File: src/rtl/cbi980_pkg.sv
// rtl/cbi980_pkg.sv - register map, identity and flag bit positions for the CBI980 multichannel core
package cbi980_pkg;

    localparam logic [3:0] A_CVR  = 4'd0;
    localparam logic [3:0] A_SR   = 4'd1;
    localparam logic [3:0] A_CR   = 4'd2;
    localparam logic [3:0] A_LCFR = 4'd3;
    localparam logic [3:0] A_IFR  = 4'd4;
    localparam logic [3:0] A_WMR  = 4'd5;
    localparam logic [3:0] A_LVLR = 4'd6;
    localparam logic [3:0] A_IER  = 4'd7;
    localparam logic [1:0] A_DOUT_HI = 2'b10;
    localparam logic [1:0] A_DIN_HI  = 2'b11;

    localparam logic [31:0] CVR_VALUE = 32'hCB19_9810;

    localparam int IFR_TX_UNF = 0;
    localparam int IFR_RX_OVF = 1;
    localparam int IFR_TX_OVF = 2;
    localparam int IFR_RX_UNF = 3;

    localparam int SR_TXE   = 0;
    localparam int SR_TXNF  = 1;
    localparam int SR_RXF   = 2;
    localparam int SR_RXNE  = 3;
    localparam int SR_TX_WM = 4;
    localparam int SR_RX_WM = 5;

    // LVLR has 4 bits per direction; deeper FIFOs report 15 once past it
    function automatic logic [3:0] sat_level(input logic [7:0] lvl);
        return (lvl > 8'd15) ? 4'hF : lvl[3:0];
    endfunction

endpackage

File: src/rtl/cbi980_mch_core_if.sv
// rtl/cbi980_mch_core_if.sv - CPU register port of the CBI980 multichannel core
interface cbi980_mch_core_if;
    logic [3:0]  wr_addr;
    logic [31:0] wr_data;
    logic        wr_en;
    logic        wr_err;
    logic [3:0]  rd_addr;
    logic        rd_valid_in;
    logic [31:0] rd_data;
    logic        rd_valid_out;

    modport master (output wr_addr, wr_data, wr_en, rd_addr, rd_valid_in,
                    input  wr_err, rd_data, rd_valid_out);
    modport slave  (input  wr_addr, wr_data, wr_en, rd_addr, rd_valid_in,
                    output wr_err, rd_data, rd_valid_out);
endinterface

File: src/rtl/cbi980_fifo.sv
// rtl/cbi980_fifo.sv - full-depth sync FIFO; push ignored when full, pop ignored when empty
module cbi980_fifo #(
    parameter int SW         = 24,
    parameter int DEPTH_LOG2 = 4
) (
    input  logic                  clk,
    input  logic                  rst,
    input  logic                  clr,
    input  logic                  push,
    input  logic                  pop,
    input  logic [SW-1:0]         din,
    output logic [SW-1:0]         head,
    output logic [DEPTH_LOG2:0]   level,
    output logic                  full,
    output logic                  empty
);
    localparam int DEPTH = 2 ** DEPTH_LOG2;

    logic [SW-1:0]         mem [DEPTH];
    logic [DEPTH_LOG2-1:0] wr_ptr, rd_ptr;
    logic                  do_push, do_pop;

    // full/empty come from the registered level, so a same-clock pop never frees room for a push
    assign full    = (level == (DEPTH_LOG2 + 1)'(DEPTH));
    assign empty   = (level == '0);
    assign do_push = push & ~full;
    assign do_pop  = pop & ~empty;
    assign head    = mem[rd_ptr];

    always_ff @(posedge clk or posedge rst) begin
        if (rst) begin
            wr_ptr <= '0;
            rd_ptr <= '0;
            level  <= '0;
        end else if (clr) begin
            wr_ptr <= '0;
            rd_ptr <= '0;
            level  <= '0;
        end else begin
            if (do_push) wr_ptr <= wr_ptr + 1'b1;
            if (do_pop)  rd_ptr <= rd_ptr + 1'b1;
            if (do_push && !do_pop)      level <= level + 1'b1;
            else if (do_pop && !do_push) level <= level - 1'b1;
        end
    end

    always_ff @(posedge clk) begin
        if (do_push) mem[wr_ptr] <= din;
    end
endmodule

File: src/rtl/cbi980_mch_core.sv
// rtl/cbi980_mch_core.sv - CBI980 multichannel register/FIFO core; watermarks under CBI980_WATERMARK_EN
module cbi980_mch_core
    import cbi980_pkg::*;
#(
    parameter int NCH        = 2,
    parameter int SW         = 24,
    parameter int DEPTH_LOG2 = 4
) (
    input  logic                clk,
    input  logic                ext_rst,
    output logic                interrupt,
    output logic                core_rst,
    input  logic                init_done,
    output logic [2:0]          mclk_rate,
    cbi980_mch_core_if.slave    bus,
    input  logic [NCH-1:0]      aud_rx_vld,
    input  logic [SW-1:0]       aud_rx_data,
    input  logic [NCH-1:0]      aud_tx_ack,
    output logic [NCH*SW-1:0]   aud_tx_data
);
    localparam int LW = DEPTH_LOG2 + 1;

    logic              soft_pulse;
    logic [NCH-1:0]    txen, rxen;
    logic [4*NCH-1:0]  ifr, ier_stk, ifr_set, ifr_clr;
    logic [2*NCH-1:0]  ier_wm, wm_flag;
    logic [15:0]       wmr;
    logic [31:0]       rd_next;
    logic [NCH-1:0]    tx_push, tx_pop, rx_push, rx_pop;
    logic [NCH-1:0]    tx_full, tx_empty, rx_full, rx_empty;
    logic [SW-1:0]     tx_head [NCH];
    logic [SW-1:0]     rx_head [NCH];
    logic [LW-1:0]     tx_level [NCH];
    logic [LW-1:0]     rx_level [NCH];
    logic              wr_cr, wr_lcfr, wr_ifr, wr_ier, wr_dout, din_rd;
    logic              unused_wr_bits;

    assign wr_cr   = bus.wr_en & (bus.wr_addr == A_CR);
    assign wr_lcfr = bus.wr_en & (bus.wr_addr == A_LCFR);
    assign wr_ifr  = bus.wr_en & (bus.wr_addr == A_IFR);
    assign wr_ier  = bus.wr_en & (bus.wr_addr == A_IER);
    assign wr_dout = bus.wr_en & (bus.wr_addr[3:2] == A_DOUT_HI) & (int'(bus.wr_addr[1:0]) < NCH);
    assign din_rd  = bus.rd_valid_in & (bus.rd_addr[3:2] == A_DIN_HI);

    // WMR stays writable without watermarks so software never sees an error for it
    assign bus.wr_err = bus.wr_en & ~(wr_cr | wr_lcfr | wr_ifr | wr_ier | wr_dout |
                                      (bus.wr_addr == A_WMR));
    assign ifr_clr        = wr_ifr ? bus.wr_data[4*NCH-1:0] : '0;
    assign core_rst       = ext_rst | soft_pulse;
    assign interrupt      = ~core_rst & ((|(ifr & ier_stk)) | (|(wm_flag & ier_wm)));
    assign unused_wr_bits = ^bus.wr_data;

    for (genvar c = 0; c < NCH; c++) begin : g_ch
        assign tx_push[c] = wr_dout & (bus.wr_addr[1:0] == 2'(c));
        assign tx_pop[c]  = aud_tx_ack[c] & txen[c];
        assign rx_push[c] = aud_rx_vld[c] & rxen[c];
        assign rx_pop[c]  = din_rd & (bus.rd_addr[1:0] == 2'(c));

        assign ifr_set[4*c+IFR_TX_UNF] = tx_pop[c] & tx_empty[c];
        assign ifr_set[4*c+IFR_RX_OVF] = rx_push[c] & rx_full[c];
        assign ifr_set[4*c+IFR_TX_OVF] = tx_push[c] & tx_full[c];
        assign ifr_set[4*c+IFR_RX_UNF] = rx_pop[c] & rx_empty[c];

        cbi980_fifo #(.SW(SW), .DEPTH_LOG2(DEPTH_LOG2)) u_tx (
            .clk(clk), .rst(ext_rst), .clr(soft_pulse),
            .push(tx_push[c]), .pop(tx_pop[c]), .din(bus.wr_data[SW-1:0]),
            .head(tx_head[c]), .level(tx_level[c]), .full(tx_full[c]), .empty(tx_empty[c]));

        cbi980_fifo #(.SW(SW), .DEPTH_LOG2(DEPTH_LOG2)) u_rx (
            .clk(clk), .rst(ext_rst), .clr(soft_pulse),
            .push(rx_push[c]), .pop(rx_pop[c]), .din(aud_rx_data),
            .head(rx_head[c]), .level(rx_level[c]), .full(rx_full[c]), .empty(rx_empty[c]));

        // mute rather than replay a stale head when disabled or drained
        assign aud_tx_data[c*SW +: SW] = (txen[c] & ~tx_empty[c]) ? tx_head[c] : '0;

`ifdef CBI980_WATERMARK_EN
        assign wm_flag[2*c]   = (8'(tx_level[c]) <= wmr[7:0]);
        assign wm_flag[2*c+1] = (wmr[15:8] != 8'd0) && (8'(rx_level[c]) >= wmr[15:8]);
`else
        assign wm_flag[2*c +: 2] = 2'b00;
`endif
    end

`ifdef CBI980_WATERMARK_EN
    always_ff @(posedge clk or posedge ext_rst) begin
        if (ext_rst) begin
            wmr    <= '0;
            ier_wm <= '0;
        end else begin
            if (bus.wr_en && bus.wr_addr == A_WMR) wmr <= bus.wr_data[15:0];
            if (wr_ier) ier_wm <= bus.wr_data[16 +: 2*NCH];
        end
    end
`else
    assign wmr    = '0;
    assign ier_wm = '0;
`endif

    always_comb begin
        rd_next = '0;
        case (bus.rd_addr)
            A_CVR:  rd_next = CVR_VALUE;
            A_SR: begin
                for (int c = 0; c < NCH; c++) begin
                    rd_next[8*c+SR_TXE]   = tx_empty[c];
                    rd_next[8*c+SR_TXNF]  = ~tx_full[c];
                    rd_next[8*c+SR_RXF]   = rx_full[c];
                    rd_next[8*c+SR_RXNE]  = ~rx_empty[c];
                    rd_next[8*c+SR_TX_WM] = wm_flag[2*c];
                    rd_next[8*c+SR_RX_WM] = wm_flag[2*c+1];
                end
            end
            A_CR: begin
                rd_next[NCH-1:0] = txen;
                rd_next[4 +: NCH] = rxen;
            end
            A_LCFR: begin
                rd_next[31]    = init_done;
                rd_next[26:24] = mclk_rate;
            end
            A_IFR:  rd_next[4*NCH-1:0] = ifr;
            A_WMR:  rd_next[15:0] = wmr;
            A_LVLR: begin
                for (int c = 0; c < NCH; c++) begin
                    rd_next[8*c +: 4]   = sat_level(8'(tx_level[c]));
                    rd_next[8*c+4 +: 4] = sat_level(8'(rx_level[c]));
                end
            end
            A_IER: begin
                rd_next[4*NCH-1:0] = ier_stk;
                rd_next[16 +: 2*NCH] = ier_wm;
            end
            default: begin
                for (int c = 0; c < NCH; c++) begin
                    if (rx_pop[c] && !rx_empty[c]) rd_next[SW-1:0] = rx_head[c];
                end
            end
        endcase
    end

    always_ff @(posedge clk or posedge ext_rst) begin
        if (ext_rst) begin
            soft_pulse       <= 1'b0;
            txen             <= '0;
            rxen             <= '0;
            ifr              <= '0;
            ier_stk          <= '0;
            mclk_rate        <= '0;
            bus.rd_data      <= '0;
            bus.rd_valid_out <= 1'b0;
        end else begin
            soft_pulse <= wr_cr & bus.wr_data[31];
            if (wr_lcfr) mclk_rate <= bus.wr_data[26:24];
            if (wr_ier)  ier_stk   <= bus.wr_data[4*NCH-1:0];
            if (soft_pulse) begin
                txen             <= '0;
                rxen             <= '0;
                ifr              <= '0;
                bus.rd_data      <= '0;
                bus.rd_valid_out <= 1'b0;
            end else begin
                if (wr_cr) begin
                    txen <= bus.wr_data[NCH-1:0];
                    rxen <= bus.wr_data[4 +: NCH];
                end
                // a new event in the same clock as its W1C wins
                ifr              <= (ifr & ~ifr_clr) | ifr_set;
                bus.rd_valid_out <= bus.rd_valid_in;
                if (bus.rd_valid_in) bus.rd_data <= rd_next;
            end
        end
    end
endmodule

File: src/flat_wrapper.sv
// flat-port wrapper written by rule: the top's interface ports become plain ports
module cbi980_mch_core_flat import cbi980_pkg::*;
#(
    parameter int NCH        = 2,
    parameter int SW         = 24,
    parameter int DEPTH_LOG2 = 4
)
  (clk, ext_rst, interrupt, core_rst, init_done, mclk_rate, aud_rx_vld, aud_rx_data, aud_tx_ack, aud_tx_data, bus_wr_addr, bus_wr_data, bus_wr_en, bus_rd_addr, bus_rd_valid_in, bus_wr_err, bus_rd_data, bus_rd_valid_out);
  cbi980_mch_core_if bus_i ();
  input  logic clk;
  input  logic ext_rst;
  output logic interrupt;
  output logic core_rst;
  input  logic init_done;
  output logic [2:0] mclk_rate;
  input  logic [NCH-1:0] aud_rx_vld;
  input  logic [SW-1:0] aud_rx_data;
  input  logic [NCH-1:0] aud_tx_ack;
  output logic [NCH*SW-1:0] aud_tx_data;
  input wire logic [$bits(bus_i.wr_addr)-1:0] bus_wr_addr;
  input wire logic [$bits(bus_i.wr_data)-1:0] bus_wr_data;
  input wire logic [$bits(bus_i.wr_en)-1:0] bus_wr_en;
  input wire logic [$bits(bus_i.rd_addr)-1:0] bus_rd_addr;
  input wire logic [$bits(bus_i.rd_valid_in)-1:0] bus_rd_valid_in;
  output wire logic [$bits(bus_i.wr_err)-1:0] bus_wr_err;
  output wire logic [$bits(bus_i.rd_data)-1:0] bus_rd_data;
  output wire logic [$bits(bus_i.rd_valid_out)-1:0] bus_rd_valid_out;
  assign bus_i.wr_addr = bus_wr_addr;
  assign bus_i.wr_data = bus_wr_data;
  assign bus_i.wr_en = bus_wr_en;
  assign bus_i.rd_addr = bus_rd_addr;
  assign bus_i.rd_valid_in = bus_rd_valid_in;
  assign bus_wr_err = bus_i.wr_err;
  assign bus_rd_data = bus_i.rd_data;
  assign bus_rd_valid_out = bus_i.rd_valid_out;
  cbi980_mch_core #(.NCH(NCH), .SW(SW), .DEPTH_LOG2(DEPTH_LOG2)) u_core (.clk(clk), .ext_rst(ext_rst), .interrupt(interrupt), .core_rst(core_rst), .init_done(init_done), .mclk_rate(mclk_rate), .bus(bus_i), .aud_rx_vld(aud_rx_vld), .aud_rx_data(aud_rx_data), .aud_tx_ack(aud_tx_ack), .aud_tx_data(aud_tx_data));
endmodule
File: config.mk
export PLATFORM = sky130hd
export DESIGN_NAME = cbi980_mch_core_flat
export DESIGN_NICKNAME = d
export VERILOG_FILES = /design/src/rtl/cbi980_pkg.sv /design/src/rtl/cbi980_mch_core_if.sv /design/src/rtl/cbi980_fifo.sv /design/src/rtl/cbi980_mch_core.sv /design/src/flat_wrapper.sv
export SDC_FILE = /design/constraint.sdc
export NUM_CORES = 2
export LEC_CHECK = 0
export ABC_AREA = 1
export CAP_MARGIN = 20
export CORE_MARGIN = 2
export CORE_UTILIZATION = 55
export CTS_BUF_LIST = sky130_fd_sc_hd__clkbuf_2 sky130_fd_sc_hd__clkbuf_4 sky130_fd_sc_hd__clkbuf_8
export CTS_CLUSTER_DIAMETER = 150
export DETAILED_ROUTE_END_ITERATION = 10
export MAX_ROUTING_LAYER = met4
export PLACE_DENSITY_LB_ADDON = 0.05
export REMOVE_ABC_BUFFERS = 1
export SLEW_MARGIN = 20
export SYNTH_ARGS = -nofsm -noshare
export SYNTH_HDL_FRONTEND = slang
export SYNTH_SLANG_ARGS = --single-unit
File: constraint.sdc
create_clock -name clk -period 7.95 [get_ports clk]
set_input_delay 2.385 -clock clk [delete_from_list [all_inputs] [get_ports clk]]
set_output_delay 2.385 -clock clk [all_outputs]
set_load 0.02 [all_outputs]
-- After elaboration in Yosys (flattened, before gate mapping)
Memory sizes are Yosys's and may differ from the RTL's.
Index checks and enable logic that the tools add are counted.
- logic and storage cells: 234
- memories: 4
- input bits: 73
- memory bits (writable): 1536
- register bits after elaboration: 109
- $add $sub $neg: 16
- reductions and logical operators: 49
- magnitude comparators: 5
- bitwise operators: 56
- mux-type cells: 64
- equality and inequality tests: 20
- memory list (name ; depth ; bits a word ; rd ports ; clocked after Yosys merged registers in ; write ports ; RTL line ; source):
    u_core.g_ch[0].u_rx.mem ; 16 ; 24 ; 1 ; 0 ; 1 ; cbi980_fifo.sv:19 ; logic [SW-1:0] mem [DEPTH];
    u_core.g_ch[0].u_tx.mem ; 16 ; 24 ; 1 ; 0 ; 1 ; cbi980_fifo.sv:19 ;
    u_core.g_ch[1].u_rx.mem ; 16 ; 24 ; 1 ; 0 ; 1 ; cbi980_fifo.sv:19 ;
    u_core.g_ch[1].u_tx.mem ; 16 ; 24 ; 1 ; 0 ; 1 ; cbi980_fifo.sv:19 ;
- operator list (operator ; number):
    $mux 24 ; 4
    $mux 4 ; 21
    $mux 32 ; 2
    $mux 5 ; 12
    $and 1x1->1 ; 36
    $add 4x1->4 const B ; 8
    $eq 4x3->1 const B ; 7
    $pmux 2 s6 ; 2
    $pmux 6 s4 ; 1
    $add 5x1->5 const B ; 4
    $eq 5x5->1 const B ; 4
    $gt 5x4->1 const B ; 4
    $logic_not 5->1 ; 4
    $reduce_bool 2->1 ; 10
    $sub 5x1->5 const B ; 4
    $and 8x8->8 ; 2
    $eq 4x2->1 const B ; 4
    $mux 8 ; 2
    $pmux 4 s2 ; 2
    $reduce_bool 3->1 ; 4
    $logic_and 1x1->1 ; 10
    $logic_not 1->1 ; 10
    $not 1->1 ; 10
    $pmux 2 s5 ; 1
    other kinds (21) ; 42

-- Longest topological paths before layout
- depth after elaboration: 10
- gate-level depth with buffers: 14

-- Cells and area by module
Synthesis repeated with hierarchy kept, for this count alone.
- cell total of the unflattened synthesis: 7302
- area, all modules: 73442.9 um2
- by module, submodules not included (module ; cells each ; seq. area each (um2) ; area each (um2) ; instances):
    cbi980_fifo at u_core.g_ch[1].u_tx ; 1678 ; 11856.4 ; 17449.2 ; 1
    cbi980_fifo at u_core.g_ch[0].u_rx ; 1678 ; 11856.4 ; 17446.7 ; 1
    cbi980_fifo at u_core.g_ch[1].u_rx ; 1678 ; 11856.4 ; 17445.5 ; 1
    cbi980_fifo at u_core.g_ch[0].u_tx ; 1678 ; 11856.4 ; 17444.2 ; 1
    cbi980_mch_core ; 590 ; 1351.3 ; 3657.3 ; 1

-- Worst setup path before layout
No wires, ideal clock.
- kind: input -> output
- start point: input ext_rst
- end point: output interrupt
- cell stages on the path: 3
- data required time: 5565 ps
- data arrival time: 5792 ps
- slack: -227 ps
- cell sequence: inv_1 > nand2_1 > a21oi_1
- word-level cells in the longest chain between the ends: 3
- RTL lines (element ; RTL line ; source):
    start: declaration ; flat_wrapper.sv:11 ; input logic ext_rst;
    $or 1x1->1 ; cbi980_mch_core.sv:49 ; assign core_rst = ext_rst | soft_pulse;
    named net core_rst ; flat_wrapper.sv:13 ; output logic core_rst;
    $not 1->1 ; cbi980_mch_core.sv:50 ; assign interrupt = ~core_rst & ((|(ifr & ier_stk)) | (|(wm_flag & ier_wm)));
    $and 1x1->1 ; cbi980_mch_core.sv:50 ;
    end: declaration ; flat_wrapper.sv:12 ; output logic interrupt;
The timed path passes the listed nets, and every way through them passes these cells.

-- Final worst setup path
- start point: input bus_wr_addr[2]
- end point: output bus_wr_err
- word-level cells in the longest chain between the ends: 9
- elaborated cells on any way between the ends: 19
- classes of those cells: eq/ne (6); bitwise (13)
- RTL lines (element ; RTL line ; source):
    start: declaration ; flat_wrapper.sv:20 ; input wire logic [$bits(bus_i.wr_addr)-1:0] bus_wr_addr;
    $eq 4x2->1 (on tied branches) ; cbi980_mch_core.sv:38, cbi980_mch_core.sv:39 ;
    $and 1x1->1 (on tied branches) ; cbi980_mch_core.sv:38, cbi980_mch_core.sv:39 ;
    $or 1x1->1 (4 in a row) ; cbi980_mch_core.sv:46 ; assign bus.wr_err = bus.wr_en & ~(wr_cr | wr_lcfr | wr_ifr | wr_ier | wr_dout |
    $or 1x1->1 (*) ; cbi980_mch_core.sv:46 ;
    $not 1->1 (*) ; cbi980_mch_core.sv:46 ;
    $and 1x1->1 (*) ; cbi980_mch_core.sv:46 ;
    end: declaration ; flat_wrapper.sv:25 ; output wire logic [$bits(bus_i.wr_err)-1:0] bus_wr_err;
Every way passes the cells marked *; elsewhere a longest branch is shown, timed or not.

==> reports/qor.csv <==
metric,value,unit
CP Launch Type,input port,
critical path peak fanout,17,
FMAX,0.1412,GHz
Worst R2R End,u_core.bus.rd_data[10]$_DFFE_PP0P_,
fillers,9518,
GPL Wtd Cong,0.9027,
Hold Crit Class,register to register,
Placed Area,70670,µm²
worst reg2reg startpoint,u_core.g_ch[1].u_rx.rd_ptr[1]$_DFFE_PP0P_,
first-pass GRT wire length,260.2,mm
CP max stage cell,clkdlybuf4s50_1,
Clock Sinks,1642,
unique cell type count in the Yosys netlist,39,
Layout area overhead,12.36,%
largest net degree at the start of global routing,194,
CP arrival,4700,ps
Final Cycle Share,89.07,%
Pwr Density,319.7,nW/µm²
CTS root buffer,clkbuf_8,
Critical Path RT,5570,ps
post-synthesis sequential area ratio,72.14,%
worst vdd ir,312.3,µV
crit end category,output pin,
Syn Area/Cell,11.76,µm²
Final Max Tran Viols,0,
core area,121900,µm²
Final ANT Viol Nets,0,
most frequent cells in the layout,"edfxtp_1, nand2_1, nand3_1",
post-synthesis cell count,5750,
status,finished clean,
final worst slack,869.3,ps
chip height,354.6,µm
DRC Markers,0,
crit-path cells,"clkdlybuf4s50_1, inv_1, nor2_1, nand4_1, buf_4, nand2_1, nor2_1, clkdlybuf4s50_1",
dpl ws,943.7,ps
initial antenna violation count,4,
chip width,354.6,µm
layout cells sized above 1,10.05,%
post-route cell area,75970,µm²
Placed Cells,7253,
cell area after synthesis,67610,µm²
normalized max-slew margin,15.85,%
synth warn,0,
num ports,160,
final setup fails,0,
setup bufs post-CTS,0,
row count,128,
Total Die Area,125700,µm²
min Tclk post-route,7081,ps
Vias,44520,
DR WL/cell,22.75,µm
R2R depth,9,
"most common cell after layout, fill and taps aside",edfxtp_1,
GR Overflow Total,0,
"Clk pin slew, worst setup/hold paths",60,ps
Post-DP HPWL,91.45,mm
htree depth,5,
Initial Utilization,55.47,%
Leak Pwr,27.37,nW
Setup Skew,50.80,ps
crit path from,bus_wr_addr[2],
Post-Route Utilization,62.33,%
register area,48810,µm²
TritonRoute pass-1 iters,6,
Multi-input gate area,16420,µm²
Crit path depth,8,
worst slew pin tran,1262,ps
Fin. Hold Viols,0,
total CTS buffers,289,
nets,6041,
CTS tree,done,
crit path buf inv count,4,
Reg2Reg Setup Slack,4310,ps
CTS-repair resized insts,0,
Top delay family on crit path,buffers and inverters,
Post-CTS Hold Fix Bufs,0,
GRT Total Usage,28.63,%
number of port buffers,153,
clock latency on the worst-skew pair,980,ps
worst setup path end,bus_wr_err,
max_cap viols,0,
Crit Path Class,input port to output pin,
initial DRC count,4652,
max incr delay on CP,680,ps
RSZ-0062 raised after global routing,false,
Post-Layout Cell Count,7728,
Total Wirelength,175.8,mm
DR vias/cell,5.760,
number of global-route vias before repair,42520,
"FF+latch count, synth",1642,
CTS Buffer Depth,4,
==> power by group <==
part | switching, mW | internal (mW)
clock network | 3.24 | 3.99
registers | 0.404 | 9.73
logic | 4.77 | 2.15
total | 8.42 | 15.9
==> how the worst min path moves through the flow <==
stage	slack, ps	endpoint	from	cells after the start
after detailed placement	460	u_core.bus.rd_data[5]$_DFFE_PP0P_	u_core.bus.rd_data[5]$_DFFE_PP0P_	2
after global placement	460	u_core.bus.rd_data[13]$_DFFE_PP0P_	u_core.bus.rd_data[13]$_DFFE_PP0P_	2
after global routing	500	u_core.bus.rd_data[13]$_DFFE_PP0P_	u_core.bus.rd_data[13]$_DFFE_PP0P_	2
final	490	u_core.bus.rd_data[8]$_DFFE_PP0P_	u_core.bus.rd_data[8]$_DFFE_PP0P_	2
after CTS	490	u_core.bus.rd_data[23]$_DFFE_PP0P_	u_core.bus.rd_data[23]$_DFFE_PP0P_	2
after floorplan	470	u_core.ier_stk[7]$_DFFE_PP0P_	u_core.ier_stk[7]$_DFFE_PP0P_	2
==> registers in the layout (all words and copies together) (netlist names), 3 cells and up <==
register	cells
u_core.bus.rd_data	29
u_core.g_ch.u_rx.level	10
u_core.g_ch.u_rx.mem	768
u_core.g_ch.u_rx.rd_ptr	8
u_core.g_ch.u_rx.wr_ptr	8
u_core.g_ch.u_tx.level	10
u_core.g_ch.u_tx.mem	768
u_core.g_ch.u_tx.rd_ptr	8
u_core.g_ch.u_tx.wr_ptr	8
u_core.ier_stk	8
u_core.ifr	8
u_core.mclk_rate	3
==> kinds of logic (layout without fill, tap and decap cells) <==
family | after synthesis | in the layout | synth area share (%)
AO/OA/AOI/OAI | 807 | 807 | 6.882
buffers and inverters | 692 | 1042 | 4.280
flip-flops | 1642 | 1642 | 72.14
XOR/XNOR | 16 | 16 | 0.2073
multiplexers | 2 | 2 | 0.03331
AND/OR/NAND/NOR | 2548 | 2548 | 15.63
adder cells (fa/ha/maj) | 42 | 42 | 0.8217
other | 1 | 4 | 0.005546
==> worst min-delay path, cell delays in order (launching register included) <==
cell and delay (ps):
dfrtp_1 340, nand2_1 50, nand2_1 60
==> through the flow <==
stage          hold slack [ps]  TNS, ps  total power, mW
2_1_floorplan            474.5   -10640            14.76
3_3_place_gp             463.5        0            17.11
3_5_place_dp             465.0        0            17.22
4_1_cts                  486.9        0            24.42
5_1_grt                  498.2        0            25.57
6_report                 485.9        0            24.29
==> routing by layer <==
metal	vias to the layer above	global-route usage, %	part of all wire [%]
met4	0	10.69	3.4
met5	-	-	0
li1	20630	-	-
met3	418	4.853	7.8
met2	1762	44.83	48
met1	21710	37.93	41
==> area by class of cell <==
type	count	area share, %
sequential	1642	64.24
multi-input combinational	3417	21.61
clock inverter	77	0.5550
inverter	348	1.749
timing repair buffer	228	2.853
tap	1625	2.676
clock buffer	389	6.306
antenna	2	0.006588
==> cell usage after synthesis <==
master / n / area (µm²)
mux2_2: 2 / 22.52
ha_1: 38 / 475.5
o21ai_0: 472 / 2362
a21oi_1: 94 / 470.5
conb_1: 1 / 3.750
o221ai_1: 82 / 718.2
nor2_2: 4 / 25.02
xnor2_1: 16 / 140.1
edfxtp_1: 1536 / 46120
nor3b_1: 1 / 7.510
buf_2: 132 / 660.6
a221oi_1: 2 / 17.52
clkinv_2: 1 / 5.000
dfrtp_1: 106 / 2653
clkinv_1: 5 / 18.77
a211oi_1: 3 / 22.52
fa_1: 4 / 80.08
nor2_1: 604 / 2267
buf_1: 22 / 82.58
o21ai_1: 12 / 60.06
a31oi_1: 2 / 12.51
nand3b_1: 1 / 7.510
clkbuf_2: 2 / 10.01
nand4_1: 14 / 87.58
nand3_1: 732 / 3664
nor3_1: 12 / 60.06
nand2_1: 1175 / 4410
o211ai_1: 80 / 600.6
buf_4: 34 / 255.2
o2bb2ai_1: 1 / 8.760
nor2_4: 1 / 11.26
o21a_1: 3 / 22.52
inv_1: 332 / 1246
o41ai_1: 1 / 8.760
inv_2: 10 / 37.54
clkbuf_1: 154 / 578.1
o22ai_1: 53 / 331.6
nand2_2: 4 / 25.02
a41oi_1: 2 / 17.52
Power figures use the tool's default switching activity.
